`src/rtl/gmii_tx_scheduler_pkg.sv`:
```
`default_nettype none
// ============================================================================
// Module   : gmii_tx_scheduler_pkg
// Purpose  : Shared encodings for the GMII transmit scheduler: PCS xmit
//            state codes, frame delimiter bytes, counter width and the
//            scheduler state enumeration.
// Ports    : none (package)
// Revision : 1.0 - initial release
// ============================================================================
package gmii_tx_scheduler_pkg;

  // PCS xmit state encodings (one-hot as presented by the PCS)
  localparam logic [2:0] XMIT_CONFIGURATION = 3'b001;
  localparam logic [2:0] XMIT_IDLE          = 3'b010;
  localparam logic [2:0] XMIT_DATA          = 3'b100;

  // Frame delimiter bytes
  localparam logic [7:0] PREAMBLE_BYTE = 8'h55;
  localparam logic [7:0] SFD_BYTE      = 8'hD5;

  // Shared counter width (preamble, payload byte and gap counting)
  localparam int CNT_W = 11;

  typedef enum logic [2:0] {
    ST_IDLE     = 3'd0,
    ST_PREAMBLE = 3'd1,
    ST_SFD      = 3'd2,
    ST_PAYLOAD  = 3'd3,
    ST_IPG      = 3'd4
  } sched_state_e;

endpackage : gmii_tx_scheduler_pkg
`default_nettype wire

```
`src/rtl/gmii_tx_scheduler_rr_arbiter2.sv`:
```
`default_nettype none
// ============================================================================
// Module   : gmii_tx_scheduler_rr_arbiter2
// Purpose  : Two-way round-robin arbiter. Grant is combinational from the
//            request vector and the priority pointer; the pointer moves to
//            the other requester whenever a grant is taken (update=1).
// Ports    : clk    in  1  clock
//            rst_n  in  1  asynchronous active-low reset (pointer -> req0)
//            req    in  2  request vector
//            update in  1  grant is being accepted this cycle
//            gnt    out 2  one-hot grant (zero when no request)
// Revision : 1.0 - initial release
// ============================================================================
module gmii_tx_scheduler_rr_arbiter2 (
  input  logic       clk,
  input  logic       rst_n,
  input  logic [1:0] req,
  input  logic       update,
  output logic [1:0] gnt
);

  // ptr_q = 0 favours req[0], 1 favours req[1]
  logic ptr_q;
  logic ptr_d;

  always_comb begin
    gnt = req;
    if (req == 2'b11) begin
      gnt = ptr_q ? 2'b10 : 2'b01;
    end
  end

  // After granting requester 0 the pointer favours 1, and vice versa.
  always_comb begin
    ptr_d = ptr_q;
    if (update && (gnt != 2'b00)) begin
      ptr_d = gnt[0];
    end
  end

  always_ff @(posedge clk or negedge rst_n) begin
    if (!rst_n) begin
      ptr_q <= 1'b0;
    end else begin
      ptr_q <= ptr_d;
    end
  end

endmodule : gmii_tx_scheduler_rr_arbiter2
`default_nettype wire

```
`src/rtl/gmii_tx_scheduler.sv`:
```
`default_nettype none
// ============================================================================
// Module   : gmii_tx_scheduler
// Purpose  : Two-requester GMII transmit scheduler. Round-robin selects a
//            frame source, frames it as preamble + SFD + payload, enforces
//            the inter-packet gap and only starts frames while the PCS is in
//            xmit=DATA.
// Ports    : GTX_CLK          in   1  transmit clock (rising edge)
//            mr_main_reset_n  in   1  asynchronous active-low reset
//            xmit             in   3  PCS xmit state (CONFIG/IDLE/DATA)
//            req0/req1        in   1  requester has a frame pending
//            data0/data1      in   8  payload byte from requester
//            valid0/valid1    in   1  data_x valid
//            last0/last1      in   1  data_x is final payload byte
//            rd0/rd1          out  1  byte consumed this cycle (comb)
//            gnt              out  2  one-hot grant (registered)
//            TXD              out  8  GMII transmit data (registered)
//            TX_EN            out  1  GMII transmit enable (registered)
//            TX_ER            out  1  GMII transmit error (registered)
//            busy             out  1  scheduler not idle
// Revision : 1.0 - initial release
// ============================================================================
module gmii_tx_scheduler
  import gmii_tx_scheduler_pkg::*;
#(
  parameter int PREAMBLE_LEN = 7,
  parameter int IPG_LEN      = 12,
  parameter int MAX_LEN      = 1518
) (
  input  logic       GTX_CLK,
  input  logic       mr_main_reset_n,
  input  logic [2:0] xmit,
  input  logic       req0,
  input  logic       req1,
  input  logic [7:0] data0,
  input  logic [7:0] data1,
  input  logic       valid0,
  input  logic       valid1,
  input  logic       last0,
  input  logic       last1,
  output logic       rd0,
  output logic       rd1,
  output logic [1:0] gnt,
  output logic [7:0] TXD,
  output logic       TX_EN,
  output logic       TX_ER,
  output logic       busy
);

  localparam logic [CNT_W-1:0] PRE_LAST = CNT_W'(PREAMBLE_LEN - 1);
  // The IDLE cycle that follows IPG also drives TX_EN=0 and is the cycle on
  // which the next grant can be taken, so the IPG state itself lasts one
  // cycle less than the gap that appears on the wire.
  localparam logic [CNT_W-1:0] IPG_LAST = CNT_W'(IPG_LEN - 2);
  localparam logic [CNT_W-1:0] MAX_CNT  = CNT_W'(MAX_LEN);

  sched_state_e     state_q, state_d;
  logic [CNT_W-1:0] cnt_q,   cnt_d;
  logic [1:0]       gnt_q,   gnt_d;
  logic [7:0]       txd_q,   txd_d;
  logic             tx_en_q, tx_en_d;
  logic             tx_er_q, tx_er_d;

  logic [1:0] arb_gnt;
  logic       start;
  logic       sel_valid;
  logic       sel_last;
  logic [7:0] sel_data;
  logic       at_max;
  logic       take;

  // A frame may only begin from IDLE while the PCS is in DATA.
  assign start = (state_q == ST_IDLE) && (xmit == XMIT_DATA) && (req0 || req1);

  gmii_tx_scheduler_rr_arbiter2 u_arb (
    .clk    (GTX_CLK),
    .rst_n  (mr_main_reset_n),
    .req    ({req1, req0}),
    .update (start),
    .gnt    (arb_gnt)
  );

  // gnt_q is one-hot during a frame, so a single bit selects the source.
  assign sel_valid = gnt_q[1] ? valid1 : valid0;
  assign sel_last  = gnt_q[1] ? last1  : last0;
  assign sel_data  = gnt_q[1] ? data1  : data0;

  // Once MAX_LEN bytes have gone out the next byte is refused, not consumed.
  assign at_max = (cnt_q == MAX_CNT);
  assign take   = (state_q == ST_PAYLOAD) && !at_max && sel_valid;

  assign rd0  = take & gnt_q[0];
  assign rd1  = take & gnt_q[1];
  assign busy = (state_q != ST_IDLE);

  assign gnt   = gnt_q;
  assign TXD   = txd_q;
  assign TX_EN = tx_en_q;
  assign TX_ER = tx_er_q;

  // Next-state and output logic. The GMII outputs are a function of the
  // current state, so they appear on the wire one cycle behind the state.
  always_comb begin
    state_d = state_q;
    cnt_d   = cnt_q;
    gnt_d   = gnt_q;
    txd_d   = 8'h00;
    tx_en_d = 1'b0;
    tx_er_d = 1'b0;

    unique case (state_q)
      ST_IDLE: begin
        cnt_d = '0;
        if (start) begin
          state_d = ST_PREAMBLE;
          gnt_d   = arb_gnt;
        end
      end

      ST_PREAMBLE: begin
        tx_en_d = 1'b1;
        txd_d   = PREAMBLE_BYTE;
        if (cnt_q == PRE_LAST) begin
          state_d = ST_SFD;
          cnt_d   = '0;
        end else begin
          cnt_d = cnt_q + 1'b1;
        end
      end

      ST_SFD: begin
        tx_en_d = 1'b1;
        txd_d   = SFD_BYTE;
        state_d = ST_PAYLOAD;
        cnt_d   = '0;
      end

      ST_PAYLOAD: begin
        tx_en_d = 1'b1;
        if (take) begin
          txd_d = sel_data;
          cnt_d = cnt_q + 1'b1;
          if (sel_last) begin
            state_d = ST_IPG;
            gnt_d   = 2'b00;
            cnt_d   = '0;
          end
        end else begin
          // Underrun or over-length frame: flag one error cycle and abort.
          tx_er_d = 1'b1;
          state_d = ST_IPG;
          gnt_d   = 2'b00;
          cnt_d   = '0;
        end
      end

      ST_IPG: begin
        if (cnt_q == IPG_LAST) begin
          state_d = ST_IDLE;
          cnt_d   = '0;
        end else begin
          cnt_d = cnt_q + 1'b1;
        end
      end

      default: begin
        state_d = ST_IDLE;
        cnt_d   = '0;
        gnt_d   = 2'b00;
      end
    endcase
  end

  always_ff @(posedge GTX_CLK or negedge mr_main_reset_n) begin
    if (!mr_main_reset_n) begin
      state_q <= ST_IDLE;
      cnt_q   <= '0;
      gnt_q   <= 2'b00;
      txd_q   <= 8'h00;
      tx_en_q <= 1'b0;
      tx_er_q <= 1'b0;
    end else begin
      state_q <= state_d;
      cnt_q   <= cnt_d;
      gnt_q   <= gnt_d;
      txd_q   <= txd_d;
      tx_en_q <= tx_en_d;
      tx_er_q <= tx_er_d;
    end
  end

endmodule : gmii_tx_scheduler
`default_nettype wire
```
`config.mk`:
```
export PLATFORM = sky130hd
export DESIGN_NAME = gmii_tx_scheduler
export DESIGN_NICKNAME = d
export VERILOG_FILES = /design/src/rtl/gmii_tx_scheduler_pkg.sv /design/src/rtl/gmii_tx_scheduler_rr_arbiter2.sv /design/src/rtl/gmii_tx_scheduler.sv
export SDC_FILE = /design/constraint.sdc
export NUM_CORES = 1
export LEC_CHECK = 0
export CORE_MARGIN = 2
export CORE_UTILIZATION = 46
export DETAILED_ROUTE_END_ITERATION = 12
export PLACE_DENSITY = 0.78
export SLEW_MARGIN = 10
export SYNTH_ARGS = -nofsm -noshare
export SYNTH_HDL_FRONTEND = slang
export SYNTH_SLANG_ARGS = --single-unit
```
`constraint.sdc`:
```
create_clock -name GTX_CLK -period 2.5 [get_ports GTX_CLK]
set_clock_uncertainty 0.2 [all_clocks]
set_input_delay 0.25 -clock GTX_CLK [delete_from_list [all_inputs] [get_ports GTX_CLK]]
set_output_delay 0.25 -clock GTX_CLK [all_outputs]
set_load 0.05 [all_outputs]
```
==> impl_metrics.py <==
metrics = {
    "status": {
        "outcome": "finished clean",
    },
    "floorplan": {
        "coreArea_um2": 3000,
        "die-area_um2": 3560,
        "initial_core_util": 0.475,
        "std_cell_rows": 20,
        "dieWidth_um": 59.7,
        "io-pin-count": 42,
        "die_h_um": 59.7,
    },
    "drt": {
        "drt-initial-drc-count": 23,
        "wl_per_cell_um": 14.0,
        "ant_nets": 0,
        "dr_total_vias": 1145,
        "drc": 0,
        "routed_wl_mm": 3.02,
        "drtPass1Iterations": 4,
        "viasPerCell": 5.30,
    },
    "power": {
        "powerDensity_nw_per_um2": 952,
        "power_leakage_nw": 0.770,
        "vdd_drop_max_uv": 373,
    },
    "global_route": {
        "grt_pass1_vias": 1073,
        "grt_pass1_wl_mm": 4.89,
        "grt_max_degree": 28,
        "track_usage": 0.181,
        "overflow": 0,
        "antenna_found_initial": 0,
    },
    "synthesis": {
        "synth-compound-area-share": 0.0834,
        "syn_inst": 142,
        "synth_most_common_cell": "dfrtp_1",
        "synth_nets": 171,
        "synth_fa_ha_area_frac": 0.0246,
        "synth_xor_area_frac": 0.0676,
        "yosys.area.top_type": "dfrtp_1",
        "async_flop_share": 1.00,
        "synth_top_area_frac": 0.474,
        "avgSynthCellArea_um2": 10.0,
        "synth_top_family_by_area": "simple AND/OR/NAND/NOR gates",
        "synth_edf_count": 0,
        "synthFlopType": "dfrtp_1",
        "synthDistinctLibCells": 37,
        "ys_ff_latch": 27,
        "synthTopCellsByArea": "dfrtp_1 (47%), mux2i_1 (7.7%), nor2_1 (6.6%)",
        "synth.cell_area_um2": 1430,
        "synthSimpleGateAreaFrac": 0.212,
        "yosys_warnings": 0,
        "synth-seq-area-share": 0.474,
        "synth_mux_area_frac": 0.0773,
        "synth.top_cells.by_count": "dfrtp_1 (27), nor2_1 (25), mux2i_1 (11)",
    },
    "timing": {
        "fin_crit_sh": 0.929,
        "finalCriticalPeriod_ns": 2.32,
        "tightest_slew_ns": 0.513,
        "fin_setup_tns_ns": 0,
        "hold_violations": 0,
        "setup_viol": 0,
        "maxClockFrequency_ghz": 0.431,
        "drv_slew": 0,
        "slew_headroom": 0.658,
        "rsz0062_at_grt": "no",
    },
    "clock_tree": {
        "cts-buffers-inserted": 3,
        "hold_buffers": 0,
        "cts-root-buf": "clkbuf_4",
        "clk_pin_slew_ns": 0.15,
        "clock-sinks": 27,
        "htree_levels": 1,
        "cts_tree": "done",
        "clkLatencyLatePin_ns": 0.32,
        "cts_buffer_depth": 2,
    },
    "placed_design": {
        "finalWeightedCongestion": 0.841,
        "portBuffers": 41,
        "dp_hpwl_mm": 2.35,
        "dp_cells": 212,
    },
    "final_layout": {
        "drive_above_1_share": 0.0820,
        "final_cells": 216,
        "seq_area_um2": 676,
        "synthToLayoutAreaGrowth_pct": 33.6,
        "diodes": 0,
        "fill_cells": 248,
        "multi_input_area_um2": 664,
        "layout.nets": 213,
    },
    "setup_path": {
        "end_kind": "output port",
        "crit_fanout": 5,
        "setup.worst_path.start_class": "flop",
        "worst-r2r-setup-slack_ns": 0.35,
        "cp.required_ns": 2.05,
        "critPathKind": "reg2out",
        "crit_arrival_ns": 1.87,
    },
    "worst_hold_path": {
        "hp-class": "in2async",
    },
    "flow_run": {
        "drv_cap": 0,
    },
}
==> layout make-up <==
class / count / share of cell area
multi-input combinational: 99 / 0.349
clock inverter: 1 / 0.00394
tap: 33 / 0.0217
inverter: 8 / 0.0158
clock buffer: 3 / 0.0118
sequential: 27 / 0.355
timing repair buffer: 45 / 0.243
==> registers in the layout, summed over array words and instances (netlist names) <==
signal       flops
TXD              8
TX_EN            1
TX_ER            1
cnt_q           11
gnt              2
state_q          3
u_arb.ptr_q      1
==> routing by layer <==
metal / wire [um] / GRT usage
met5: 0 / 0
met4: 21 / 0.0476
met3: 250 / 0.0260
met2: 1390 / 0.295
met1: 1360 / 0.252
==> kinds of logic after synthesis <==
| group | count (synthesis) |
|---|---|
| xor+xnor | 11 |
| compound gates | 15 |
| buf+inv | 16 |
| fa+ha+maj | 3 |
| simple gates | 59 |
| flops | 27 |
| mux | 11 |
==> what timing repair did <==
item / CTS / global route
setup endpoints to repair: 0 / 3
gates resized for setup: 0 / 2
setup buffers: 0 / 0
==> worst paths after layout <==
path	startpoint	end	cells past startpoint
worst max-delay path	cnt_q[0]	rd0	7
worst min-delay path	mr_main_reset_n	TXD[0]	2
worst max register to register	cnt_q[0]	cnt_q[10]	6
worst min register to register	cnt_q[0]	cnt_q[0]	1
max in group asynchronous	mr_main_reset_n	cnt_q[8]	2
min in group GTX_CLK	cnt_q[0]	cnt_q[0]	1
==> placed cells by master, fill, tap and decap left out, types with 2 or more instances in the layout <==
cell type	instances
ha_1	2
nand2b_1	3
clkdlybuf4s50_1	38
mux2i_1	11
inv_1	8
xor2_1	3
nor2_1	24
nor4_1	2
buf_4	4
buf_12	2
nand3_1	7
clkbuf_4	3
o21ai_0	5
xnor2_1	8
and3_1	2
nor3_1	4
dfrtp_1	27
nand2_1	7
==> per-stage QoR <==
step / total power, mW / hold WS, ns / setup slack (ns) / instance area, um^2 / utilization
after floorplan: 1.36 / -0.246 / 0.110 / 1430 / -
after global placement: 1.61 / 0.288 / 0.420 / 1870 / 0.623
after detailed placement: 1.64 / 0.305 / 0.330 / 1870 / 0.623
after CTS: 1.82 / 0.0854 / 0.0969 / 1900 / 0.633
after global routing: 1.93 / 0.0839 / 0.0151 / 1900 / 0.634
final: 1.81 / 0.0781 / 0.178 / 1900 / 0.634
==> worst max-delay path, stage by stage (launching register included) <==
cell and delay [ns]:
dfrtp_1 0.45, inv_1 0.08, ha_1 0.15, nand4bb_1 0.10, or3_1 0.41, nand2_1 0.14, nor2_1 0.08, buf_12 0.15
==> report_power, final <==
| group | switching [mW] | internal (mW) |
|---|---|---|
| Combinational | 0.586 | 0.375 |
| Sequential | 0.112 | 0.553 |
| Clock | 0.126 | 0.0611 |
| Total | 0.823 | 0.989 |
(Power assumes the default switching activity.)
